### config.mk
export PLATFORM = sky130hd
export DESIGN_NAME = id_ex_pipe_reg
export DESIGN_NICKNAME = d
export VERILOG_FILES = /design/src/rtl/mips_pkg.sv /design/src/rtl/pipe_reg_ce_clr.sv /design/src/rtl/id_ex_pipe_reg.sv
export SDC_FILE = /design/constraint.sdc
export NUM_CORES = 1
export LEC_CHECK = 0
export BUFFER_PORTS_ARGS = -buffer_cell sky130_fd_sc_hd__buf_2
export CAP_MARGIN = 20
export CORE_MARGIN = 3
export CORE_UTILIZATION = 48
export DETAILED_ROUTE_END_ITERATION = 7
export PLACE_DENSITY = 0.81
export SLEW_MARGIN = 20
export SYNTH_ARGS = -nofsm -noshare
export SYNTH_HDL_FRONTEND = slang
export SYNTH_SLANG_ARGS = --single-unit
### constraint.sdc
create_clock -name clk -period 2.04 [get_ports clk]
set_input_delay 0.612 -clock clk [delete_from_list [all_inputs] [get_ports clk]]
set_output_delay 0.612 -clock clk [all_outputs]
set_load 0.03 [all_outputs]
### src/rtl/mips_pkg.sv
// Shared MIPS core definitions: ALU operation codes, register constants and the
// execute-stage control word used by the pipeline registers.
package mips_pkg;

   typedef enum logic [3:0] {
      ALU_AND = 4'h0,
      ALU_OR  = 4'h1,
      ALU_ADD = 4'h2,
      ALU_SUB = 4'h6,
      ALU_SLT = 4'h7
   } aluControl_e;

   localparam logic [4:0] REG_ZERO = 5'd0;

   typedef struct packed {
      logic       regWrite;
      logic       memtoReg;
      logic       memWrite;
      logic       aluSrc;
      logic       regDst;
      logic [3:0] aluControl;
   } ctrl_t;

   localparam int    CTRL_W      = $bits(ctrl_t);
   localparam ctrl_t BUBBLE_CTRL = '0;

   // Destination register chosen by RegDst: rd for R-type, rt otherwise.
   function automatic logic [4:0] resolveWriteReg(input logic regDst,
                                                  input logic [4:0] rt,
                                                  input logic [4:0] rd);
      return regDst ? rd : rt;
   endfunction

endpackage

### src/rtl/pipe_reg_ce_clr.sv
// Generic pipeline register with clock enable and synchronous clear
// (clear wins over enable) plus asynchronous active-low reset.
module pipe_reg_ce_clr #(
   parameter int W = 8
) (
   input  logic         clk,
   input  logic         rst_n,
   input  logic         en,
   input  logic         clr,
   input  logic [W-1:0] d,
   output logic [W-1:0] q
);

   always_ff @(posedge clk or negedge rst_n) begin
      if (!rst_n)
         q <= '0;
      else if (clr)
         q <= '0;
      else if (en)
         q <= d;
   end

endmodule

### src/rtl/id_ex_pipe_reg.sv
// Decode->Execute pipeline register: bubble insertion on flush or invalid slot,
// $zero write guard, write-register resolution and saturating stall/bubble counters.
module id_ex_pipe_reg
   import mips_pkg::*;
#(
   parameter int DW   = 32,
   parameter int CNTW = 16
) (
   input  logic            clk,
   input  logic            rst_n,
   input  logic            StallE,
   input  logic            FlushE,
   input  logic            ValidD,
   input  logic [DW-1:0]   ImmD_32,
   input  logic [DW-1:0]   RD1D,
   input  logic [DW-1:0]   RD2D,
   input  logic [4:0]      RsD,
   input  logic [4:0]      RtD,
   input  logic [4:0]      RdD,
   input  logic [DW-1:0]   PCPlus4D,
   input  logic            RegWriteD,
   input  logic            MemtoRegD,
   input  logic            MemWriteD,
   input  logic            ALUSrcD,
   input  logic            RegDstD,
   input  logic [3:0]      ALUControlD,
   output logic [DW-1:0]   ImmE,
   output logic [DW-1:0]   RD1E,
   output logic [DW-1:0]   RD2E,
   output logic [4:0]      RsE,
   output logic [4:0]      RtE,
   output logic [4:0]      RdE,
   output logic [DW-1:0]   PCPlus4E,
   output logic            RegWriteE,
   output logic            MemtoRegE,
   output logic            MemWriteE,
   output logic            ALUSrcE,
   output logic            RegDstE,
   output logic [3:0]      ALUControlE,
   output logic [4:0]      WriteRegE,
   output logic            ValidE,
   output logic [CNTW-1:0] StallCntE,
   output logic [CNTW-1:0] BubbleCntE
);

   localparam int DATA_W = 4*DW + 4*5;

   logic [4:0]        writeRegD;
   ctrl_t             ctrlLoad;
   ctrl_t             ctrlE;
   logic [DATA_W-1:0] dataD;
   logic [DATA_W-1:0] dataE;
   logic              loadEn;
   logic              stallInc;
   logic              bubbleInc;

   assign writeRegD = resolveWriteReg(RegDstD, RtD, RdD);
   assign loadEn    = !StallE;

   // An invalid slot loads the all-zero control word so it can never write state.
   always_comb begin
      ctrlLoad = BUBBLE_CTRL;
      if (ValidD) begin
         ctrlLoad.regWrite   = RegWriteD && (writeRegD != REG_ZERO);
         ctrlLoad.memtoReg   = MemtoRegD;
         ctrlLoad.memWrite   = MemWriteD;
         ctrlLoad.aluSrc     = ALUSrcD;
         ctrlLoad.regDst     = RegDstD;
         ctrlLoad.aluControl = ALUControlD;
      end
   end

   assign dataD = {ImmD_32, RD1D, RD2D, PCPlus4D, RsD, RtD, RdD, writeRegD};

   pipe_reg_ce_clr #(.W(CTRL_W + 1)) u_ctrlReg (
      .clk   (clk),
      .rst_n (rst_n),
      .en    (loadEn),
      .clr   (FlushE),
      .d     ({ValidD, ctrlLoad}),
      .q     ({ValidE, ctrlE})
   );

   pipe_reg_ce_clr #(.W(DATA_W)) u_dataReg (
      .clk   (clk),
      .rst_n (rst_n),
      .en    (loadEn),
      .clr   (FlushE),
      .d     (dataD),
      .q     (dataE)
   );

   assign {ImmE, RD1E, RD2E, PCPlus4E, RsE, RtE, RdE, WriteRegE} = dataE;

   assign RegWriteE   = ctrlE.regWrite;
   assign MemtoRegE   = ctrlE.memtoReg;
   assign MemWriteE   = ctrlE.memWrite;
   assign ALUSrcE     = ctrlE.aluSrc;
   assign RegDstE     = ctrlE.regDst;
   assign ALUControlE = ctrlE.aluControl;

   // A flushed edge is a bubble, never a stall.
   assign stallInc  = StallE && !FlushE;
   assign bubbleInc = FlushE || (!StallE && !ValidD);

   always_ff @(posedge clk or negedge rst_n) begin
      if (!rst_n) begin
         StallCntE  <= '0;
         BubbleCntE <= '0;
      end else begin
         if (stallInc && (StallCntE != '1))
            StallCntE <= StallCntE + CNTW'(1);
         if (bubbleInc && (BubbleCntE != '1))
            BubbleCntE <= BubbleCntE + CNTW'(1);
      end
   end

endmodule
==> results of run 1 <==
==> cell usage after synthesis <==
cell | instances | area (um2)
dfrtp_1 | 190 | 4750
nor2_1 | 179 | 672
mux2i_1 | 148 | 1480
clkbuf_1 | 23 | 86.3
xor2_1 | 21 | 184
nand2_1 | 19 | 71.3
a21oi_1 | 16 | 80.1
buf_2 | 16 | 80.1
nand3_1 | 12 | 60.1
nor3_1 | 11 | 55.1
nand4_1 | 8 | 50.1
xnor2_1 | 5 | 43.8
nor4_1 | 4 | 25.0
and3_1 | 3 | 18.8
and4_1 | 3 | 26.3
mux2_2 | 3 | 33.8
nand3b_1 | 3 | 22.5
ha_1 | 2 | 25.0
inv_1 | 2 | 7.51
nor2b_1 | 2 | 12.5
nor4_4 | 2 | 42.5
o2111ai_1 | 2 | 17.5
a21o_1 | 1 | 7.51
a2bb2oi_1 | 1 | 8.76
buf_4 | 1 | 7.51
nand2b_1 | 1 | 6.26
nand4_2 | 1 | 12.5
nor3_2 | 1 | 10.0
nor3b_1 | 1 | 7.51
nor3b_2 | 1 | 12.5
nor4_2 | 1 | 12.5
nor4b_1 | 1 | 8.76
o21a_1 | 1 | 7.51
o21ba_4 | 1 | 16.3
o21bai_1 | 1 | 7.51
or2_2 | 1 | 6.26
or4_4 | 1 | 11.3
==> cell type report <==
cell class              count  area (um2)
clock buffers              20         437
diodes                      1        2.50
repair buffers            366        1960
multi-input cells         457        3060
inverters                   2        7.51
flip-flops and latches    190        4750
clock inverters            10         116
fillers                  1254        5510
well taps                 216         270
==> layout by cell type, fill, tap and decap left out, drive strengths merged, types with 3 or more instances in the layout <==
| cell type | synthesis | layout |
|---|---|---|
| nand2 | 19 | 19 |
| nand4 | 9 | 9 |
| mux2i | 148 | 148 |
| nor3 | 12 | 12 |
| mux2 | 3 | 3 |
| dfrtp | 190 | 190 |
| nand3 | 12 | 12 |
| a21oi | 16 | 16 |
| nor2 | 179 | 179 |
| clkbuf | 23 | 22 |
| and3 | 3 | 3 |
| nand3b | 3 | 3 |
| clkinv | 0 | 4 |
| xor2 | 21 | 21 |
| nor4 | 7 | 7 |
| inv | 2 | 4 |
| buf | 17 | 364 |
| and4 | 3 | 3 |
| xnor2 | 5 | 5 |
==> state kept, by name, indices dropped and copies added, names as in the netlist <==
register and count:
u_ctrlReg.q 10, u_dataReg.q 148, BubbleCntE 16, StallCntE 16
==> routing by layer <==
metal	wire, um	vias up	track usage, %
li1	-	3011	-
met1	8140	3089	26.8
met2	11000	251	40.0
met3	1390	47	5.77
met4	714	0	10.3
met5	0	-	0
==> metrics by stage <==
step	area, um2	utilization (%)
floorplan	7990	-
global placement	10100	62.4
detailed placement	10100	62.4
CTS	10600	65.8
global route	10600	65.8
finish	10600	65.8
==> power by group through the flow <==
| stage | combinational (uW) | sequential [uW] | clock, uW |
|---|---|---|---|
| final | 2010 | 4400 | 3170 |
| after floorplan | 626 | 5050 | 0 |
| after detailed placement | 2030 | 4460 | 0 |
| after global routing | 2160 | 4440 | 3390 |
| after global placement | 1990 | 4450 | 0 |
| after CTS | 2040 | 4400 | 3230 |
==> cells by family (layout without fill, tap and decap cells) <==
kind of cell / Yosys count / after routing / synth area share (%)
buffers and inverters: 42 / 398 / 2.27
DFF: 190 / 190 / 59.5
xor gates and xnor gates: 26 / 26 / 2.85
other: 0 / 1 / 0
adders and majority gates: 2 / 2 / 0.313
muxes: 151 / 151 / 19.0
and+or+nand+nor: 255 / 255 / 14.3
AOI/OAI and AO/OA: 23 / 23 / 1.82
==> worst max path at each step <==
stage,from,to,slack (ns),cells past startpoint
6_report,StallCntE[0],StallCntE[1],0.28,5
3_5_place_dp,ValidD,BubbleCntE[15],-0.04,5
2_1_floorplan,FlushE,BubbleCntE[15],0.02,5
3_3_place_gp,ValidD,BubbleCntE[15],-0.01,5
4_1_cts,StallCntE[0],StallCntE[1],0.25,5
5_1_grt,BubbleCntE[5],BubbleCntE[13],0.13,5
==> impl_results.md, run 1 <==
* Sequential power share at between 40% and 50%
* Final wirelength at 21300 um
* Nets at about 1.2k
* Fin cells at roughly 1.3k
* GRT Residual Overflow at 0
* Sw Ratio at 31.5%
* Crit path arrival time at 2.06 ns
* WS Path Type: flip-flop to flip-flop
* Critical Path RT at 2.34 ns
* Max cap viols at 0
* CTS tree: built
* Final Hold Viols at 0
* Hold Slack at 0.124 ns
* Via count at 6398
* DP Wirelength at around 16000 um
* Hold Path Class: input port to async pin
* Clock Skew at 0.00793 ns
* Drt first-iter violations at approximately 280
* Highest clock rate at 0.567 GHz
* DRC at 0
* FF-to-FF End: StallCntE[1]
* Area Growth Syn to Fin at 32.7%
* Synthesis Warnings at 0
* Ports at around 350
* Htree depth at 4
* Final worst path period share at between 80% and 90%
* VDD IR max at 0.507 mV
* DIE HEIGHT at 135 um
* Worst setup margin at 0.277 ns
* Pwr Density at 903 mW/mm2
* Pre-CTS setup slack at -0.0433 ns
* Vias per cell at 5.07
* Post-DR wirelength/cell at 16.9 um
* Crit path buffers/inverters at 0
* Total die area at 0.0182 mm2
* Clock Power Share at 33.1%
* Pint at roughly 6600 uW
* RSZ-0062 raised after global routing: false
* Yosys cell types at 37
* Root Driver: clkbuf_16
* Critical path endpoint category: flip-flop
* Antenna violation net count after detailed routing at 0
* Slowest cell on the critical path: nor4_4
* Final min period at about 1.8 ns
* Crit path launch type: flip-flop
* Syn Nets at 848
* Layout cells sized above 1 at between 30% and 40%
* Slew HR at 41.3%
* Critical-path cell list: ha_1 -> nand3_1 -> nor4_4 -> nor2_1 -> mux2_2
* Hold-fix buffers, CTS at 0
* FF+latch count, synth at 190
* Pleak at 0.00603 uW
* Slew @ Worst Pin at 0.881 ns
* Placed insts at about 1.2k
* Row cnt at 46
* Routability cong. at 0.867
* Die Width at 135 um
* Gate power share at 21.0%
* Input/output buffers at 346
* Origin of the critical flop-to-flop path: StallCntE[0]
* All-Layer GR Usage at a little under a quarter
* Psw at between 3000 and 4000 uW
* Status: finished, final reports clean
* Global-route wire length before repair at 32900 um
* Sink Count at 190
* Syn Std Cell Area at about 0.008 mm2
* Total power at 9580 uW
* Number of global-route vias before repair at 6473
* Setup bufs post-CTS at 0
* DRT Pass-1 Iters at 5
* Seq/Total Area, Yosys at 59.5%
* Final Max Tran Viols at 0
* Crit path max-delay family: simple AND/OR/NAND/NOR gates
* Starting Density at 49.6%
* Initial antenna violation count at 1
* Largest net degree at the start of global routing at 97
* Setup violations, final at 0
* Setup TNS at 0 ns
* Cells after Synth at 689
* Core ar. at roughly 0.016 mm2
* Clock tree buffer depth at 2
* Average size of a mapped cell at 11.6 um2
* Worst r2r path cells at 5
* R2R setup slack at 0.28 ns
* Clock-pin slew on the worst setup and hold paths at 0.07 ns
* CP max FO at 5
* Post_cts resized at 0
* Clk Latency, worst-skew pair at 0.42 ns
* Max stage delay on crit path at 0.42 ns
* CTS buffer count at 17
Power figures use the tool's default switching activity.
==> run 2: changes to the inputs <==
- RECOVER_POWER: default -> 100
==> run 2 against run 1 <==
Cell count unchanged. Sequential share of layout area up 1.5 points. Cell area down 3.2%. Maximum frequency down 6.8%. Global-route usage unchanged. First-iteration DRC count down 13%. Critical endpoint is now u_dataReg.q[46]. Sequential power about the same. Clock-buffer cell count unchanged. Combinational power down 5%. Largest power group unchanged. Sequential cell count unchanged. Largest cell class unchanged.
==> impl_results.md, run 2 (same netlist as run 1, synthesis figures left out) <==
* Psw at 3020 uW (+0.20%)
* Met2 WL at 11000 um (-0.57%)
* Sw Ratio at 31.8% (+0.37 points)
* Nets at 1193 (unchanged)
* Final wirelength at 21400 um (+0.76%)
* Clk Latency, worst-skew pair at 0.42 ns (about the same)
* Critical path endpoint category: flip-flop
* Pre-CTS setup slack at -0.0433 ns (unchanged)
* Commonest cells after routing, fill and taps aside: 199 x clkbuf_1, 190 x dfrtp_1, 179 x nor2_1
* Post-DR wirelength/cell at 17.0 um (+0.76%)
* Clock tree buffer depth at 2 (unchanged)
* Ports at 347 (unchanged)
* Core Util, Final at 63.7% (-2.1 points)
* Total die area at 0.0182 mm2 (unchanged)
* Starting Density at 49.6% (unchanged)
* Routability cong. at 0.867 (unchanged)
* Setup TNS at 0 ns (unchanged)
* Commonest non-fill, non-tap cell in the layout: clkbuf_1
* Row cnt at 46 (unchanged)
* Initial antenna violation count at 1 (unchanged)
* Highest clock rate at 0.528 GHz (-6.8%)
* Core ar. at 0.0161 mm2 (unchanged)
* Number of flip-flops in the largest register at 148 (unchanged)
* Hold Slack at 0.409 ns (+0.285 ns)
* Filler instances at 1377 (+9.8%)
* WL met3 at 1410 um (+1.3%)
* Drt first-iter violations at 241 (-13%)
* Total placed instance area at 0.0101 mm2 (unchanged)
* Setup bufs post-CTS at 0 (unchanged)
* Largest registers: u_dataReg.q x148, BubbleCntE x16, StallCntE x16
* Worst setup margin at 0.148 ns (-0.129 ns)
* WS Path Type: input port to flip-flop
* Sink Count at 190 (unchanged)
* Final Max Tran Viols at 0 (unchanged)
* Number of global-route vias before repair at 6473 (unchanged)
* Max layer used: met4
* Die Width at 135 um (unchanged)
* Final min period at 1.89 ns (+0.129 ns)
* Clock-pin slew on the worst setup and hold paths at 0.07 ns (about the same)
* Hold-fix buffers, CTS at 0 (unchanged)
* RSZ-0062 raised after global routing: false
* Vias per cell at 5.07 (about the same)
* Pleak at 0.00523 uW (-13%)
* Clock Skew at 0.00816 ns (+0.000235 ns)
* CTS buffer count at 17 (unchanged)
* DRC at 0 (unchanged)
* Global-route wire length before repair at 32900 um (unchanged)
* DIE HEIGHT at 135 um (unchanged)
* Status: finished, final reports clean
* Slowest cell on the critical path: buf_6
* Biggest register: u_dataReg.q
* Area Growth Syn to Fin at 28.5%
* Post-route design area at 0.0103 mm2 (-3.2%)
* Root Driver: clkbuf_16
* Slew @ Worst Pin at 1.28 ns (+0.399 ns)
* Layout cells sized above 1 at 19.4% (-19 points)
* Critical Path RT at 2.30 ns (-0.04 ns)
* Max stage delay on crit path at 0.69 ns (+0.27 ns)
* All-Layer GR Usage at 22.9% (unchanged)
* Pwr Density at 924 mW/mm2 (+2.3%)
* Crit path launch type: input port
* Setup violations, final at 0 (unchanged)
* Crit path arrival time at 2.15 ns (+0.09 ns)
* Via count at 6404 (+0.094%)
* Hold Path Class: input port to async pin
* Critical-path cell list: clkbuf_8 -> buf_4 -> buf_6 -> mux2i_1 -> nor2_1
* Final worst path period share at 92.8% (+6.3 points)
* GRT Residual Overflow at 0 (unchanged)
* Max cap viols at 0 (unchanged)
* DP Wirelength at 15600 um (unchanged)
* Clock Power Share at 33.4% (+0.3 points)
* Slew HR at 14.6% (-27 points)
* Sequential power share at 46.5% (+0.6 points)
* CP max FO at 96 (+91)
* Gate power share at 20.1% (-0.9 points)
* Input/output buffers at 346 (unchanged)
* Antenna violation net count after detailed routing at 0 (unchanged)
* Htree depth at 4 (unchanged)
* Pint at 6470 uW (-1.5%)
* DRT Pass-1 Iters at 4 (-1)
* Met1 WL at 8340 um (+2.5%)
* VDD IR max at 0.508 mV (+0.23%)
* Post_cts resized at 0 (unchanged)
* CTS tree: built
* Largest net degree at the start of global routing at 97 (unchanged)
* Final Hold Viols at 0 (unchanged)
run 2: worst paths after layout:
path	start	cells past startpoint	slack, ns	to
max	StallE	5	0.15	u_dataReg.q[46]
min	rst_n	1	0.41	StallCntE[14]
max reg2reg	StallCntE[4]	4	0.20	StallCntE[13]
min reg2reg	StallCntE[15]	1	0.51	StallCntE[15]
max in group asynchronous	rst_n	2	0.41	u_dataReg.q[41]
min in group clk	ImmD_32[0]	3	0.43	u_dataReg.q[116]
run 2: metal layers:
metal,vias up,GRT usage (%)
met5,-,0
met1,3099,26.8
li1,3009,-
met4,0,10.3
met2,247,40.0
met3,49,5.77
run 2: final cells by class:
| cell class | instances | area, um2 | share of cell area, % |
|---|---|---|---|
| repair buffers | 366 | 1670 | 16.2 |
| diodes | 1 | 2.50 | 0.0244 |
| multi-input cells | 457 | 3020 | 29.4 |
| flip-flops and latches | 190 | 4750 | 46.3 |
| clock inverters | 10 | 116 | 1.13 |
| clock buffers | 20 | 437 | 4.25 |
| well taps | 216 | 270 | 2.63 |
| inverters | 2 | 7.51 | 0.0731 |
run 2: power groups by stage:
stage	combinational, uW	clock [uW]	sequential, uW
after floorplan	626	0	5050
after global placement	1990	0	4450
after detailed placement	2030	0	4460
after CTS	2040	3230	4400
after global routing	2050	3390	4450
final	1910	3170	4410
run 2: critical path, delay by kind of cell:
family | cells | cell delay (ns)
buf+inv | 3 | 1.00
mux | 1 | 0.33
simple gates | 1 | 0.07
run 2: stage by stage:
stage | cells | power (uW)
floorplan | 689 | 5670
global route | 1262 | 9900
finish | 1262 | 9490
global placement | 1231 | 6440
CTS | 1261 | 9660
detailed placement | 1231 | 6490
==> run 3: changes to the inputs <==
- CELL_PAD_IN_SITES_DETAIL_PLACEMENT: default -> 0
- CELL_PAD_IN_SITES_GLOBAL_PLACEMENT: default -> 1
- CORE_UTILIZATION: 48 -> 36
- PLACE_DENSITY: 0.81 -> 0.8
==> run 3 against run 2 <==
Sequential power fell by 0.9%. Sequential cell count did not move. Routed wire length rose by 2.4%. Clock-buffer cell count fell by 1. Cell area rose by 0.61%. Total power fell by 0.54%.
==> impl_results.md, run 3 (same netlist as run 1, synthesis figures left out) <==
* Status: finished, final reports clean
* Final Max Tran Viols at 0 (unchanged)
* Antenna violation net count after detailed routing at 0 (unchanged)
* Hold Slack at 0.339 ns (-0.0701 ns)
* RSZ-0062 raised after global routing: false
* Die Width at 155 um (+15%)
* Pleak at 0.00522 uW (-0.20%)
* WS Path Type: flip-flop to output port
* Slowest cell on the critical path: dfrtp_1
* Htree depth at 4 (unchanged)
* Crit. path cell count at 1 (-4)
* Biggest register: u_dataReg.q
* Initial antenna violation count at 3 (+2)
* Psw at 3150 uW (+4.5%)
* Max cap viols at 0 (unchanged)
* Sequential power share at 46.3% (-0.2 points)
* Via count at 6246 (-2.5%)
* Final wirelength at 22000 um (+2.4%)
* Vias per cell at 4.72 (-7.0%)
* Row cnt at 53 (+15%)
* Setup bufs post-CTS at 0 (unchanged)
* Post_cts resized at 0 (unchanged)
* Global-route wire length before repair at 34700 um (+5.5%)
* Largest registers: u_dataReg.q x148, BubbleCntE x16, StallCntE x16
* Pwr Density at 913 mW/mm2 (-1.1%)
* Final worst path period share at 92.0% (-0.76 points)
* Clock Skew at 0.00946 ns (+0.00130 ns)
* Final min period at 1.88 ns (-0.0154 ns)
* Hold-fix buffers, CTS at 0 (unchanged)
* Critical-path cell list: clkbuf_1
* Drt first-iter violations at 306 (+27%)
* Clock-pin slew on the worst setup and hold paths at 0.07 ns (about the same)
* Commonest cells after routing, fill and taps aside: 196 x clkbuf_1, 190 x dfrtp_1, 179 x nor2_1
* Crit path arrival time at 1.26 ns (-0.89 ns)
* Critical path endpoint category: output port
* Total die area at 0.0240 mm2 (+32%)
* Hold Path Class: input port to async pin
* Crit path max-delay family: flip-flops
* Starting Density at 37.3% (-12 points)
* Area Growth Syn to Fin at 29.3%
* Core ar. at 0.0214 mm2 (+33%)
* Crit path buffers/inverters at 1 (-2)
* Number of global-route vias before repair at 6271 (-3.1%)
* Sink Count at 190 (unchanged)
* Total power at 9440 uW (-0.54%)
* Number of flip-flops in the largest register at 148 (unchanged)
* Commonest non-fill, non-tap cell in the layout: clkbuf_1
* Post-DR wirelength/cell at 16.6 um (-2.3%)
* Routability cong. at 0.805 (-7.1%)
* DIE HEIGHT at 155 um (+15%)
* Input/output buffers at 346 (unchanged)
* DP Wirelength at 15800 um (+0.93%)
* VDD IR max at 0.481 mV (-5.4%)
* Slew @ Worst Pin at 0.998 ns (-0.282 ns)
* Largest net degree at the start of global routing at 158 (+63%)
* CTS tree: built
* DRC at 0 (unchanged)
* Critical Path RT at 1.43 ns (-0.87 ns)
* GRT Residual Overflow at 0 (unchanged)
* Worst r2r path cells at 6 (+2)
* Sw Ratio at 33.4% (+1.6 points)
* Ports at 347 (unchanged)
* Highest clock rate at 0.533 GHz (+0.82%)
* Clk Latency, worst-skew pair at 0.43 ns (about the same)
* Slew HR at 33.5% (+19 points)
* Layout cells sized above 1 at 19.9% (+0.48 points)
* All-Layer GR Usage at 18.1% (-4.9 points)
* Max stage delay on crit path at 0.46 ns (-0.23 ns)
* Crit path launch type: flip-flop
* Final Hold Viols at 0 (unchanged)
* Clock tree buffer depth at 2 (unchanged)
* CP max FO at 7 (-93%)
* Setup violations, final at 0 (unchanged)
* Nets at 1191 (-0.17%)
* DRT Pass-1 Iters at 4 (unchanged)
* Worst setup margin at 0.163 ns (+0.0154 ns)
* Clock Power Share at 33.0% (-0.4 points)
* CTS buffer count at 17 (unchanged)
* Pre-CTS setup slack at -0.0461 ns (-0.00280 ns)
* Root Driver: clkbuf_16
* Filler instances at 2118 (+54%)
* Pint at 6280 uW (-2.9%)
* Gate power share at 20.7% (+0.6 points)
## run 3: changes by cell type in the layout (fill, tap and decap cells not counted), sizes merged
cell,before,now
clkbuf,222,218
inv,4,7
bufinv,2,0
diode,1,3
buf,164,165
clkinv,4,5
clkinvlp,2,3
## run 3: per-stage QoR
step           instances  util [%]  cell area (um2)  TNS [ns]
2_1_floorplan        689         -             7990         0
3_3_place_gp        1288      47.3            10100   -0.0436
3_5_place_dp        1288      47.3            10100    -0.106
4_1_cts             1320      49.8            10700         0
5_1_grt             1323      48.3            10300         0
6_report            1323      48.3            10300         0
## run 3: final timing paths
path | startpoint | slack [ns] | end
min | rst_n | 0.34 | u_dataReg.q[136]
max | StallCntE[4] | 0.16 | StallCntE[4]
max reg2reg | BubbleCntE[0] | 0.27 | BubbleCntE[6]
min in group clk | RD2D[23] | 0.42 | u_dataReg.q[75]
max in group asynchronous | rst_n | 0.44 | BubbleCntE[1]
min reg2reg | StallCntE[10] | 0.52 | StallCntE[10]
## run 3: per-layer routing
| metal | global-route usage, % | vias up | routed length [um] |
|---|---|---|---|
| li1 | - | 3012 | - |
| met5 | 0 | - | 0 |
| met3 | 5.09 | 30 | 1560 |
| met4 | 6.98 | 0 | 476 |
| met1 | 22.8 | 3004 | 8970 |
| met2 | 29.5 | 200 | 10900 |
## run 3: power groups by stage
stage | clock, uW | sequential [uW] | combinational [uW]
after global placement | 0 | 4430 | 2070
after CTS | 3220 | 4360 | 2100
final | 3110 | 4370 | 1950
after global routing | 3390 | 4420 | 2110
after detailed placement | 0 | 4430 | 2090
after floorplan | 0 | 5050 | 626
## run 3: layout make-up
class | count | area [um2] | area share (%)
clock buffers | 19 | 433 | 4.19
inverters | 2 | 7.51 | 0.0726
multi-input cells | 457 | 3030 | 29.3
flip-flops and latches | 190 | 4750 | 46.0
repair buffers | 364 | 1650 | 16.0
well taps | 275 | 344 | 3.33
diodes | 3 | 7.51 | 0.0726
clock inverters | 13 | 110 | 1.07
